$ cat config.mk
export PLATFORM = sky130hd
export DESIGN_NAME = i2c_sample_datapath_flat
export DESIGN_NICKNAME = d
export VERILOG_FILES = /design/src/rtl/i2c_sample_datapath_if.sv /design/src/rtl/i2c_sample_datapath.sv /design/src/flat_wrapper.sv
export SDC_FILE = /design/constraint.sdc
export NUM_CORES = 1
export LEC_CHECK = 0
export BUFFER_PORTS_ARGS = -buffer_cell sky130_fd_sc_hd__buf_2
export CORE_MARGIN = 4
export CORE_UTILIZATION = 46
export CTS_CLUSTER_SIZE = 12
export DETAILED_ROUTE_END_ITERATION = 8
export PLACE_DENSITY = 0.74
export SKIP_CTS_REPAIR_TIMING = 1
export SLEW_MARGIN = 20
export SYNTH_ARGS = -nofsm -noshare
export SYNTH_HDL_FRONTEND = slang
export SYNTH_SLANG_ARGS = --single-unit
$ cat constraint.sdc
create_clock -name sysclk -period 1.51 [get_ports sysclk]
set_input_delay 0.0755 -clock sysclk [delete_from_list [all_inputs] [get_ports sysclk]]
set_output_delay 0.0755 -clock sysclk [all_outputs]
set_load 0.1 [all_outputs]
$ cat src/rtl/i2c_sample_datapath_if.sv
// Bundle between the I2C listener FSM (master) and its sampling datapath (slave).
// Carries the shift/count controls and the registered readback.
interface i2c_sample_datapath_if #(
    parameter int WIDTH     = 9,
    parameter int CNT_WIDTH = 8
);
    logic                 serial_in;
    logic                 shift_en;
    logic                 cnt_en;
    logic                 cnt_clr;
    logic [WIDTH-1:0]     shift_out;
    logic [CNT_WIDTH-1:0] count;
    logic                 count_last;

    modport master (
        output serial_in, shift_en, cnt_en, cnt_clr,
        input  shift_out, count, count_last
    );

    modport slave (
        input  serial_in, shift_en, cnt_en, cnt_clr,
        output shift_out, count, count_last
    );
endinterface

$ cat src/rtl/i2c_sample_datapath.sv
// Purpose: SDA capture shift register (MSB first, ACK last in LSB) plus frame bit counter.
// Latency: one cycle from enables to shift_out/count; count_last is a same-cycle decode of count.
// Backpressure: none, the FSM drives enables every cycle and the datapath always accepts.
module i2c_sample_datapath #(
    parameter int WIDTH     = 9,
    parameter int CNT_WIDTH = 8
) (
    input  logic                  sysclk,
    input  logic                  rst,
    i2c_sample_datapath_if.slave  dp
);

    logic [WIDTH-1:0]     shift_q = '0;
    logic [WIDTH-1:0]     shift_d;
    logic [CNT_WIDTH-1:0] count_q = '0;
    logic [CNT_WIDTH-1:0] count_d;

    always_comb begin
        shift_d = shift_q;
        if (dp.shift_en) begin
            shift_d = {shift_q[WIDTH-2:0], dp.serial_in};
        end
    end

    // Clear wins over increment; increment wraps modulo 2^CNT_WIDTH.
    always_comb begin
        count_d = count_q;
        if (dp.cnt_clr) begin
            count_d = '0;
        end else if (dp.cnt_en) begin
            count_d = count_q + CNT_WIDTH'(1);
        end
    end

    always_ff @(posedge sysclk) begin
        if (rst) begin
            shift_q <= '0;
            count_q <= '0;
        end else begin
            shift_q <= shift_d;
            count_q <= count_d;
        end
    end

    assign dp.shift_out  = shift_q;
    assign dp.count      = count_q;
    // High while the last bit of the frame is being sampled.
    assign dp.count_last = (count_q == CNT_WIDTH'(WIDTH - 1));

endmodule

$ cat src/flat_wrapper.sv
// flat-port wrapper written by rule: the top's interface ports become plain ports
module i2c_sample_datapath_flat 
#(
    parameter int WIDTH     = 9,
    parameter int CNT_WIDTH = 8
)
  (sysclk, rst, dp_serial_in, dp_shift_en, dp_cnt_en, dp_cnt_clr, dp_shift_out, dp_count, dp_count_last);
  i2c_sample_datapath_if #(.WIDTH(WIDTH), .CNT_WIDTH(CNT_WIDTH)) dp_i ();
  input  logic sysclk;
  input  logic rst;
  input wire logic [$bits(dp_i.serial_in)-1:0] dp_serial_in;
  input wire logic [$bits(dp_i.shift_en)-1:0] dp_shift_en;
  input wire logic [$bits(dp_i.cnt_en)-1:0] dp_cnt_en;
  input wire logic [$bits(dp_i.cnt_clr)-1:0] dp_cnt_clr;
  output wire logic [$bits(dp_i.shift_out)-1:0] dp_shift_out;
  output wire logic [$bits(dp_i.count)-1:0] dp_count;
  output wire logic [$bits(dp_i.count_last)-1:0] dp_count_last;
  assign dp_i.serial_in = dp_serial_in;
  assign dp_i.shift_en = dp_shift_en;
  assign dp_i.cnt_en = dp_cnt_en;
  assign dp_i.cnt_clr = dp_cnt_clr;
  assign dp_shift_out = dp_i.shift_out;
  assign dp_count = dp_i.count;
  assign dp_count_last = dp_i.count_last;
  i2c_sample_datapath #(.WIDTH(WIDTH), .CNT_WIDTH(CNT_WIDTH)) u_core (.sysclk(sysclk), .rst(rst), .dp(dp_i));
endmodule
==> impl_metrics.env <==
export IMPL_status="finished clean"
export IMPL_synth_top_cell_by_area="dfxtp_1"
export IMPL_wirelength_mm=1.41
export IMPL_finalNonFillerCells=112
export IMPL_clkPwrFrac_pct=30.2
export IMPL_grt_antenna_before_repair=0
export IMPL_placed_cell_area_sq_um=841
export IMPL_synthCells=73
export IMPL_drv_slew=0
export IMPL_viasPerCell=5.19
export IMPL_worstSetupPathType="reg2out"
export IMPL_fin_crit_sh_pct=97.5
export IMPL_synth_nets=81
export IMPL_drtIter0Drc=7
export IMPL_grt_pass1_wl_mm=2.22
export IMPL_io_pins=24
export IMPL_start_util_pct=50.9
export IMPL_grt_max_degree=11
export IMPL_final_hold_violation_count=0
export IMPL_sequentialPowerShare_pct=58.7
export IMPL_routedWlPerCell_um=12.6
export IMPL_path_clk_slew_ns=0.09
export IMPL_fin_tns_setup_ns=0
export IMPL_tightest_slew_ns=0.493
export IMPL_post_place_ws_ns=0.291
export IMPL_gp_congestion=0.724
export IMPL_fin_area_sq_um=908
export IMPL_finalClockSkew_ns=0.000713
export IMPL_internal_power_mw=0.578
export IMPL_htree_levels=1
export IMPL_dp_cells=107
export IMPL_reg2reg_to="u_core.dp.count[6]$_SDFFE_PP0P_"
export IMPL_cp_arrival_ns=1.40
export IMPL_max_cap_viol_count=0
export IMPL_p_total_mw=0.778
export IMPL_cts_made_buffers=3
export IMPL_timing_final_ws_setup_ns=0.0379
export IMPL_clockBufferDepth=2
export IMPL_r2r_start="u_core.dp.count[1]$_SDFFE_PP0P_"
export IMPL_hold_class="in2reg"
export IMPL_cp_max_fo=5
export IMPL_period_needed_ns=1.47
export IMPL_final_cell_mix="buf_2, nor2_1, mux2i_1, dfxtp_1, dfxtp_2"
export IMPL_drt_pass1_iter_count=3
export IMPL_max_vdd_ir_drop_mv=0.514
export IMPL_cts_sinks=17
export IMPL_syn_area_sq_um=696
export IMPL_swShare_pct=25.7
export IMPL_cp_required_ns=1.43
export IMPL_ant_nets=0
export IMPL_io_buffers=23
export IMPL_p_comb_share_pct=11.2
export IMPL_ys_ff_latch=17
export IMPL_drive_gt1_share_pct=42.3
export IMPL_setup_worst_path_end_class="primary output"
export IMPL_setup_viol_count_final=0
export IMPL_dieArea_sq_um=2200
export IMPL_seq_area_frac_synth_pct=48.9
export IMPL_fin_nets=106
export IMPL_r2r_cells=5
export IMPL_leakage_nw=0.439
export IMPL_rows=13
export IMPL_syn_area_per_cell_sq_um=9.53
export IMPL_rsz0062_at_grt="yes"
export IMPL_power_switching_mw=0.200
export IMPL_cts_root_buf="clkbuf_4"
export IMPL_yosysWarnings=0
export IMPL_slew_headroom_pct=67.3
export IMPL_drc=0
export IMPL_max_freq_mhz=679
export IMPL_synth_cell_types=19
export IMPL_cts_tree="built"
export IMPL_vias=581
export IMPL_fp_dieH_um=46.9
export IMPL_dp_hpwl_mm=1.02
export IMPL_grt_pass1_vias=526
export IMPL_fp_dieW_um=46.9
export IMPL_start_kind="flip-flop"
export IMPL_fp_coreArea_sq_um=1370
export IMPL_hold_end="u_core.dp.shift_out[0]$_SDFFE_PP0P_"
export IMPL_p_per_area_nw_per_um2=856
export IMPL_ff2ff_setup_slack_ns=0.11
export IMPL_hold_depth=3
export IMPL_areaGrowthSynthToFinish_pct=30.6
export IMPL_grt_total_usage_pct=14.7
export IMPL_grt_overflow=0
export IMPL_final_common_cell="buf_2"
export IMPL_clk_latency_ns=0.28
export IMPL_synth_top_cells_by_area="dfxtp_1, mux2i_1, nor2_1, xor2_1, ha_1"
export IMPL_fillers=106
export IMPL_diodes=0
export IMPL_synth_top_area_share_pct=48.9
export IMPL_hp_start="dp_serial_in"
-- synth_stat cells --
cell	instances
a21oi_1	3
and3_1	1
buf_2	3
clkbuf_1	1
dfxtp_1	17
ha_1	2
inv_1	2
mux2i_1	10
nand2_1	2
nand3_1	2
nand4_1	2
nand4_2	1
nor2_1	15
nor4b_1	1
o21ai_0	3
or2_2	1
or3_1	3
xnor2_1	1
xor2_1	3
-- power by group through the flow --
stage	clock network, mW	logic (mW)	registers (mW)
floorplan	0	0.0316	0.503
global route	0.281	0.0923	0.457
CTS	0.252	0.0817	0.456
global placement	0	0.0807	0.466
finish	0.235	0.0868	0.456
detailed placement	0	0.0814	0.467
-- sequential cells by signal, indices dropped and copies added, names as in the netlist --
signal and count:
u_core.dp.count 8, u_core.dp.shift_out 9
-- final cells by class --
class	instances	area (sq um)	area share (%)
Multi-Input combinational cell	50	362	39.8
Timing Repair Buffer	24	138	15.2
Clock buffer	4	26.3	2.89
Tap cell	15	18.8	2.07
Inverter	2	10.0	1.10
Sequential cell	17	354	39.0
-- cells by family (layout without fill, tap and decap cells) --
logic type / count (synthesis) / count (layout) / synth area share (%)
xor+xnor: 4 / 4 / 5.04
mux: 10 / 10 / 14.4
simple gates: 28 / 28 / 20.0
flops: 17 / 17 / 48.9
fa+ha+maj: 2 / 2 / 3.60
buf+inv: 6 / 30 / 3.78
compound gates: 6 / 6 / 4.32
-- critical path: stages (launching register included) --
cell and delay, ns:
dfxtp_4 0.37, inv_2 0.06, ha_4 0.11, nor4b_4 0.18, and3_4 0.22, buf_12 0.17
-- how the worst max path moves through the flow --
stage | start | endpoint | slack, ns | depth (start not counted)
global placement | u_core.dp.count[0]$_SDFFE_PP0P_ | dp_count_last | 0.32 | 5
finish | u_core.dp.count[0]$_SDFFE_PP0P_ | dp_count_last | 0.04 | 5
floorplan | u_core.dp.count[7]$_SDFFE_PP0P_ | dp_count_last | -0.04 | 2
CTS | u_core.dp.count[0]$_SDFFE_PP0P_ | dp_count_last | -0.05 | 5
detailed placement | u_core.dp.count[0]$_SDFFE_PP0P_ | u_core.dp.count[6]$_SDFFE_PP0P_ | 0.29 | 4
global route | u_core.dp.count[0]$_SDFFE_PP0P_ | dp_count_last | -0.02 | 5
-- per-layer routing --
metal	GRT usage (%)	wire length [um]
met2	22.8	701
met1	17.4	620
met4	9.94	21
met5	0	0
met3	4.60	65
-- through the flow --
step | hold slack, ns | util, %
5_1_grt | 0.0519 | 66.5
3_3_place_gp | 0.309 | 61.5
3_5_place_dp | 0.327 | 61.5
2_1_floorplan | 0.223 | -
4_1_cts | 0.0285 | 63.5
6_report | 0.0360 | 66.5
(Power assumes the default switching activity.)
